<file path="config.mk">
export PLATFORM = sky130hd
export DESIGN_NAME = alu_datapath_0to8
export DESIGN_NICKNAME = d
export VERILOG_FILES = /design/src/rtl/alu_datapath_0to8.sv
export SDC_FILE = /design/constraint.sdc
export NUM_CORES = 1
export LEC_CHECK = 0
export ABC_AREA = 1
export ABC_CLOCK_PERIOD_IN_PS = 3800
export CORE_ASPECT_RATIO = 1.5
export CORE_UTILIZATION = 63
export CTS_CLUSTER_DIAMETER = 80
export CTS_CLUSTER_SIZE = 28
export DETAILED_ROUTE_END_ITERATION = 10
export PLACE_DENSITY = 0.83
export SLEW_MARGIN = 20
export SYNTH_ARGS = -nofsm -noshare
export SYNTH_HDL_FRONTEND = slang
export SYNTH_SLANG_ARGS = --single-unit
export TNS_END_PERCENT = 50
</file>
<file path="constraint.sdc">
create_clock -name clk -period 3.8 [get_ports clk]
set_clock_uncertainty 0.1 [all_clocks]
set_input_delay 0.76 -clock clk [delete_from_list [all_inputs] [get_ports clk]]
set_output_delay 0.76 -clock clk [all_outputs]
set_load 0.01 [all_outputs]
</file>
<file path="src/rtl/alu_datapath_0to8.sv">
// Purpose: execute stage for the 6-bit controller word; 4-entry register file, accumulator, flags, OUT latch, sticky HALT.
// Latency: two cycles from word presented to visible effect (decode register, then execute); one word per cycle.
// Backpressure: none; a word is accepted every cycle, and after HALT every word is forced to NOP until reset.
// Optional: define ALU_DATAPATH_OVF_EN to compute the signed overflow flag; otherwise ovf is tied to 0.
module alu_datapath_0to8 #(
    parameter int WIDTH = 8
) (
    input  logic             clk,
    input  logic             reset,
    input  logic [5:0]       w,
    output logic [WIDTH-1:0] acc,
    output logic [WIDTH-1:0] result,
    output logic             result_valid,
    output logic             zero,
    output logic             carry,
    output logic             ovf,
    output logic             halted
);

    localparam logic [2:0] OP_NOP   = 3'b000;
    localparam logic [2:0] OP_LOAD  = 3'b001;
    localparam logic [2:0] OP_STORE = 3'b010;
    localparam logic [2:0] OP_ADD   = 3'b011;
    localparam logic [2:0] OP_SUB   = 3'b100;
    localparam logic [2:0] OP_CMP   = 3'b101;
    localparam logic [2:0] OP_OUT   = 3'b110;
    localparam logic [2:0] OP_HALT  = 3'b111;

    localparam logic [WIDTH-1:0] ONE = {{(WIDTH-1){1'b0}}, 1'b1};

    logic [5:0]       w_q, w_d;
    logic [WIDTH-1:0] r_q [4];
    logic [WIDTH-1:0] r_d [4];
    logic [WIDTH-1:0] acc_q, acc_d;
    logic [WIDTH-1:0] result_q, result_d;
    logic             rv_q, rv_d;
    logic             zero_q, zero_d;
    logic             carry_q, carry_d;
    logic             halted_q, halted_d;

    logic [2:0]       opcode;
    logic [1:0]       rs;
    logic             imm;
    logic [WIDTH-1:0] operand;
    logic [WIDTH:0]   sum;
    logic [WIDTH-1:0] diff;
    logic             no_borrow;

    assign opcode    = w_q[5:3];
    assign rs        = w_q[2:1];
    assign imm       = w_q[0];
    assign operand   = imm ? ONE : r_q[rs];
    assign sum       = {1'b0, acc_q} + {1'b0, operand};
    assign diff      = acc_q - operand;
    assign no_borrow = (acc_q >= operand);

    // Decode register: once halted, only NOPs enter the execute stage.
    assign w_d = halted_q ? 6'b000000 : w;

    // Execute the registered word; every state element holds unless its opcode touches it.
    always_comb begin
        r_d      = r_q;
        acc_d    = acc_q;
        result_d = result_q;
        rv_d     = 1'b0;
        zero_d   = zero_q;
        carry_d  = carry_q;
        halted_d = halted_q;
        if (!halted_q) begin
            case (opcode)
                OP_NOP: ;
                OP_LOAD: begin
                    acc_d  = operand;
                    zero_d = (operand == '0);
                end
                OP_STORE: r_d[rs] = acc_q;
                OP_ADD: begin
                    acc_d   = sum[WIDTH-1:0];
                    carry_d = sum[WIDTH];
                    zero_d  = (sum[WIDTH-1:0] == '0);
                end
                OP_SUB: begin
                    acc_d   = diff;
                    carry_d = no_borrow;
                    zero_d  = (diff == '0);
                end
                OP_CMP: begin
                    carry_d = no_borrow;
                    zero_d  = (diff == '0);
                end
                OP_OUT: begin
                    result_d = acc_q;
                    rv_d     = 1'b1;
                end
                OP_HALT: halted_d = 1'b1;
                default: ;
            endcase
        end
    end

    // State registers; reset overrides any word in flight.
    always_ff @(posedge clk) begin
        if (reset) begin
            w_q      <= '0;
            for (int i = 0; i < 4; i++) r_q[i] <= '0;
            acc_q    <= '0;
            result_q <= '0;
            rv_q     <= 1'b0;
            zero_q   <= 1'b0;
            carry_q  <= 1'b0;
            halted_q <= 1'b0;
        end else begin
            w_q      <= w_d;
            for (int i = 0; i < 4; i++) r_q[i] <= r_d[i];
            acc_q    <= acc_d;
            result_q <= result_d;
            rv_q     <= rv_d;
            zero_q   <= zero_d;
            carry_q  <= carry_d;
            halted_q <= halted_d;
        end
    end

`ifdef ALU_DATAPATH_OVF_EN
    logic ovf_q, ovf_d;
    logic add_ovf, sub_ovf;

    // Sign rule: ADD overflows when like-signed inputs give a different sign; SUB when unlike-signed.
    assign add_ovf = (acc_q[WIDTH-1] == operand[WIDTH-1]) && (sum[WIDTH-1] != acc_q[WIDTH-1]);
    assign sub_ovf = (acc_q[WIDTH-1] != operand[WIDTH-1]) && (diff[WIDTH-1] != acc_q[WIDTH-1]);

    // Overflow flag follows ADD/SUB/CMP only.
    always_comb begin
        ovf_d = ovf_q;
        if (!halted_q) begin
            case (opcode)
                OP_ADD:         ovf_d = add_ovf;
                OP_SUB, OP_CMP: ovf_d = sub_ovf;
                default:        ;
            endcase
        end
    end

    // Overflow flag register.
    always_ff @(posedge clk) begin
        if (reset) ovf_q <= 1'b0;
        else       ovf_q <= ovf_d;
    end

    assign ovf = ovf_q;
`else
    assign ovf = 1'b0;
`endif

    assign acc          = acc_q;
    assign result       = result_q;
    assign result_valid = rv_q;
    assign zero         = zero_q;
    assign carry        = carry_q;
    assign halted       = halted_q;

endmodule

</file>
## Word level (Yosys, flattened, before mapping)

Cells that the tools add are included.

| word-level totals | value |
|---|---|
| register bits after elaboration | 58 |
| latch bits | 0 |
| RAM bits | 0 |
| memory bits (read-only) | 0 |
| input bits | 8 |
| output and inout bits | 21 |
| word-level logic and storage cells | 52 |
| memories kept | 0 |

| cells by class | value |
|---|---|
| add/sub/neg operators | 2 |
| multipliers | 0 |
| div/mod/pow operators | 0 |
| $lt $le $gt $ge | 3 |
| equal/unequal tests | 7 |
| shift-type cells | 0 |
| mux-type cells | 13 |
| bitwise gates (word level) | 2 |
| reduce and logical (&&, ||, !) cells | 14 |

Operator list:

| cell | count |
|---|---|
| 32-bit bitwise mux | 1 |
| 8-bit 2-to-1 mux | 4 |
| 8-bit zero test | 3 |
| 8-bit case mux with 3 select lines | 1 |
| 8-bit binary-select mux with 2-bit select | 1 |
| 8-bit demux with 2-bit select | 1 |
| 3-bit equality test, second input constant | 4 |
| 2-bit AND reduction | 5 |
| 8-bit by 8-bit adder with 9-bit output | 1 |
| 8-bit >= comparator | 1 |
| 8-bit subtractor | 1 |
| 3-bit by 2-bit equality test with 1-bit output, second input constant | 2 |
| 3-bit nonzero test | 2 |
| 2-bit OR reduction | 2 |
| 3-bit by 1-bit equality test with 1-bit output, second input constant | 1 |
| 3-bit >= comparator, second input constant | 1 |
| 3-bit by 1-bit less-than comparator with 1-bit output, second input constant | 1 |
| 1-bit 2-to-1 mux | 3 |
| 2-bit inverter with 3-bit output | 1 |
| 1-bit case mux with 3 select lines | 1 |
| 1-bit case mux with 2 select lines | 1 |
| 2-bit nonzero test | 1 |
| 1-bit logical AND | 1 |
| 1-bit inverter | 1 |

## Logic depth before layout (Yosys ltp)

| logic depth | value |
|---|---|
| depth after elaboration | 8 |
| mapped depth | 21 |
| mapped depth without buffers | 20 |

## Worst setup path before layout

Ideal clock, no wire load.

| timing | value |
|---|---|
| kind | register -> register |
| start | register w_q[1] |
| end | register acc_q[6] (netlist: acc[6]) |
| library setup time | 0.113 ns |
| arrival | 2.184 ns |
| required time | 3.587 ns |
| path slack | 1.403 ns |
| stages on the path, launching flop included | 21 |
| buffers on the path | 1 |
| period minus slack after synthesis | 2.397 ns |
| cell sequence | dfxtp_1 buf_4 inv_2 nor2_4 nand2_1 nand2_1 nor2_1 inv_1 ha_1 inv_1 fa_1 nand3_1 nand2_1 nand2_1 nand2_1 nand2_1 nand2_1 nand2_1 o21ai_0 o21ai_1 inv_1 |

| between the ends | value |
|---|---|
| longest elaborated chain between the ends | 7 |
| elaborated cells on any way between the ends | 8 |
| those cells by class | 2 x add/sub; 5 x mux; 1 x bitwise |

RTL lines:

| element | RTL line | source |
|---|---|---|
| start: declaration | 31 | `logic [5:0] w_q, w_d;` |
| start signal: assignment | 113 | `w_q <= w_d;` |
| 2-bit inverter with 3-bit output (not written as such) (*) | 52 | `assign operand = imm ? ONE : r_q[rs];` |
| 8-bit binary-select mux with 2-bit select (*) | 52 |  |
| 8-bit 2-to-1 mux (not written as such) (*) (2 in a row) | 52 |  |
| 8-bit 2-to-1 mux (*) | 52 |  |
| 8-bit subtractor / 8-bit by 8-bit adder with 9-bit output (equally long branches) | 54, 53 |  |
| 8-bit case mux with 3 select lines (*) | 70 | `case (opcode)` |
| end signal: assignment | 106 | `acc_q <= '0;` |
| end signal: assignment | 115 | `acc_q <= acc_d;` |
| end: declaration | 34 | `logic [WIDTH-1:0] acc_q, acc_d;` |

Every way passes the cells marked *; elsewhere a longest branch is shown, timed or not. The select of a mux whose other input is x is not followed.
A chain may end at the register's enable or synchronous reset.

## Worst setup path after layout

| timing | value |
|---|---|
| start | register w_q[1] |
| end | register zero_q (netlist: zero) |

| between the ends | value |
|---|---|
| longest elaborated chain between the ends | 8 |
| elaborated cells on any way between the ends | 11 |
| those cells by class | 2 x add/sub; 5 x mux; 1 x bitwise; 3 x reduce/logical |

RTL lines:

| element | RTL line | source |
|---|---|---|
| 2-bit inverter with 3-bit output (not written as such) (*) | 52 |  |
| 8-bit binary-select mux with 2-bit select (*) | 52 |  |
| 8-bit 2-to-1 mux (not written as such) (*) (2 in a row) | 52 |  |
| 8-bit 2-to-1 mux (*) | 52 |  |
| 8-bit subtractor / 8-bit by 8-bit adder with 9-bit output (equally long branches) | 54, 53 |  |
| 8-bit zero test, on equally long branches | 85, 89, 80 |  |
| 1-bit case mux with 3 select lines (*) | 70 |  |
| end signal: assignment | 118 | `zero_q <= zero_d;` |
| end: declaration | 37 | `logic zero_q, zero_d;` |

Marks and branches as above.

==> key figures <==
STA
  – Final setup viols: 0
  – Final Hold Viols: 0
  – Setup TNS: 0 ns
  – Post-route setup slack: 0.720 ns
  – Unrepaired setup endpoints after global routing: no
  – Slew of the pin with the lowest slew margin: about 0.64 ns
  – Final Max Slew Viols: 0
  – Tcrit/Tclk final: 0.810
  – Tmin final: ~3 ns
  – Slew HR: 0.571
  – Fmax: ~320 MHz

Floorplan
  – Placeable Area: 5200 um2
  – Chip Width: about 62 um
  – I/O Pins: 29
  – Starting Density: 0.659
  – Row cnt: 32
  – Full die area: roughly 5700 um2
  – Die height: 92.4 um

Yosys
  – Ys async rst share: 0
  – Predominant post-synthesis flop cell: dfxtp_1
  – Compound-cell area share of the yosys netlist: 0.170
  – Cell Area, Synth: roughly 3400 um2
  – Synthesized Nets: between 500 and 600
  – Fraction of synthesized area in multiplexers: 0
  – Sequential-to-total area share from yosys stat: 0.339
  – Post-Synth XOR/XNOR Area: 0.00511
  – Synthesized flop and latch total: 58
  – Synth warn: 0
  – Syn Inst Count: about 530
  – Largest family of logic cells by synthesized area: simple AND/OR/NAND/NOR gates
  – Post-Synth Simple-Gate Area: 0.301
  – Synth cell types: 37
  – Adder-cell share of the synthesized area: 0.0737
  – Post-synth EDFFs: 0
  – Synth Area per Inst: around 6.5 um2

Clock tree
  – CTS tree: built
  – Post-cts gate resize count: 0
  – Root buffer cell: clkbuf_8
  – CTS max path bufs: 2
  – H-Tree Level Count: 3
  – Total CTS buffers: 9
  – Number of hold buffers added after cts: 0
  – Clock input transition at the sequential cells of the worst setup and hold paths: 0.07 ns
  – Clock sink count: 58
  – Setup Buffers After CTS: 0
  – Worst-Skew Late Latency: about 0.35 ns

Worst setup path
  – Worst path bufs/invs: 3
  – Worst Setup SP: w_q[1]
  – Slowest CP cell: dfxtp_1
  – Stages on worst setup path: 17
  – CP peak stage delay: approximately 0.53 ns
  – Worst R2R Start: w_q[1]
  – FF-to-FF setup slack: around 0.72 ns
  – Critical path arrival: 3.28 ns
  – Crit path cell chain: buf_4, nor2_1, nand2_1, nand3_1, nor2_1, inv_1, ha_1, fa_1, nor2_1, nand2_1, nor2_1, nand3_1, nor2_1, nand4_1, nand3_1, nand2_1, inv_1
  – Critical Path RT: roughly 4 ns
  – Critical path class: flop to flop
  – FF-to-FF End: zero
  – R2R depth: 17
  – Worst setup SP type: flop
  – CP max FO: 18
  – Most frequent CP cell: nor2_1
  – Worst setup EP type: flop
  – Delay-heaviest family, CP: simple AND/OR/NAND/NOR gates
  – Worst setup path endpoint: zero

Global route
  – All-Layer GR Usage: 0.333
  – Vias in the first global route: approximately 3,300
  – First-pass GRT wire length: between 10,000 and 15,000 um
  – Largest net degree at the start of global routing: 23
  – Total congestion overflow: 0
  – Antenna violations before repair: 0

Final layout
  – Number of diodes: 0
  – Layout cells sized above 1: 0.0597
  – Most frequent cells in the layout: nand2_1 (134), inv_1 (71), dfxtp_1 (58)
  – Area grow syn2layout: 14.5%
  – Most common cell after layout, fill and taps aside: nand2_1
  – Final nets: around 580

Power and ir drop
  – Clk network pwr share: 0.395
  – Internal power: between 0.001 and 0.0015 W
  – Comb pwr share: 0.185
  – Power density over cell area: just over 400 nW/um2
  – NetSw: a little under 0.0005 W
  – P_leak: ~1.8 nW
  – VDD IR max: around 0.00022 V
  – Switch share: 0.305
  – Sequential power share: 0.420

Drt
  – DR WL/cell: between 10 and 15 um
  – Routed wire length: approximately 9200 um
  – Via density per instance: between 5 and 6
  – DRC viols: 0
  – Number of DRC markers in iteration 0: 268
  – DR vias: 3,419
  – Antenna viol nets, final: 0
  – DR pass1 iterations: 6

Flow run
  – Total of max-cap violations: 0

Place
  – Post-DP HPWL: between 6000 and 7000 um
  – Final RePlAce weighted congestion: roughly 0.96
  – Worst slack, placed: ~0.83 ns
  – Port Buffers: 27

Outcome
  – Status: completed

Worst hold path
  – Hold Path Class: flop to flop
## worst min path at each step
stage,cells after the start,start,endpoint
6_report,2,r_q[13],r_q[13]
2_1_floorplan,2,r_q[12],r_q[12]
3_5_place_dp,2,r_q[29],r_q[29]
4_1_cts,2,r_q[11],r_q[11]
5_1_grt,2,r_q[7],r_q[7]
3_3_place_gp,2,r_q[4],r_q[4]
## cell usage after synthesis, types with 3 or more instances
| library cell | count | area (um2) |
|---|---|---|
| buf_2 | 9 | 45.0 |
| clkbuf_1 | 4 | 15.0 |
| inv_1 | 71 | 267 |
| nand4_1 | 4 | 25.0 |
| dfxtp_1 | 58 | 1160 |
| o21ai_0 | 45 | 225 |
| buf_4 | 3 | 22.5 |
| ha_1 | 17 | 213 |
| nand2_1 | 134 | 503 |
| o21ai_1 | 8 | 40.0 |
| a221oi_1 | 3 | 26.3 |
| nand3_1 | 35 | 175 |
| nor3_1 | 3 | 15.0 |
| inv_2 | 3 | 11.3 |
| nor2_1 | 53 | 199 |
| a21oi_1 | 48 | 240 |
## cell type report
| type | count | area (um2) |
|---|---|---|
| Multi-Input combinational cell | 374 | 1890 |
| Sequential cell | 58 | 1160 |
| Clock buffer | 9 | 124 |
| Tap cell | 68 | 85.1 |
| Inverter | 75 | 282 |
| Clock inverter | 7 | 93.8 |
| Fill cell | 435 | 1280 |
| Timing Repair Buffer | 30 | 293 |
## registers in the layout (all words and copies together) (netlist names)
signal,flops
result,8
carry,1
acc,8
halted,1
zero,1
result_valid,1
w_q,6
r_q,32
## worst register-to-register path, cell delays in order (launching register included)
cell and delay (ns):
dfxtp_1 0.53, buf_4 0.28, nor2_1 0.11, nand2_1 0.11, nand3_1 0.08, nor2_1 0.14
inv_1 0.12, ha_1 0.27, fa_1 0.49, nor2_1 0.13, nand2_1 0.06, nor2_1 0.09
nand3_1 0.09, nor2_1 0.13, nand4_1 0.12, nand3_1 0.10, nand2_1 0.05, inv_1 0.04
## stage by stage
step | std cells | hold WS (ns) | util | total power, W | area [um2]
after global routing | 621 | 0.373 | 0.755 | 0.00166 | 3930
after CTS | 621 | 0.355 | 0.755 | 0.00159 | 3930
after detailed placement | 605 | 0.343 | 0.713 | 0.000972 | 3710
after floorplan | 525 | 0.324 | - | 0.000879 | 3430
after global placement | 605 | 0.337 | 0.713 | 0.000965 | 3710
final | 621 | 0.355 | 0.755 | 0.00159 | 3930
## power groups by stage
| stage | combinational [W] | clock, W | sequential, W |
|---|---|---|---|
| after global routing | 0.000333 | 0.000655 | 0.000671 |
| after detailed placement | 0.000290 | 0 | 0.000682 |
| after global placement | 0.000284 | 0 | 0.000681 |
| after floorplan | 0.000208 | 0 | 0.000671 |
| final | 0.000296 | 0.000629 | 0.000669 |
| after CTS | 0.000292 | 0.000631 | 0.000668 |
## cell families (layout without fill, tap and decap cells)
family	count (synthesis)	count (layout)
AO/OA/AOI/OAI	111	111
XOR/XNOR	2	2
adder cells (fa/ha/maj)	19	19
buffers and inverters	93	121
flip-flops	58	58
other	1	1
AND/OR/NAND/NOR	241	241
## layer usage
layer  track usage  part of all wire  vias to the layer above  wire (um)
met5             0                 0                        -          0
met4         0.194             0.043                        0        393
met3        0.0616             0.035                       36        324
met2         0.622              0.53                       91       4820
met1         0.341              0.40                     1570       3620
li1              -                 -                     1722          -
No activity file was read; power rests on OpenSTA's default activity.
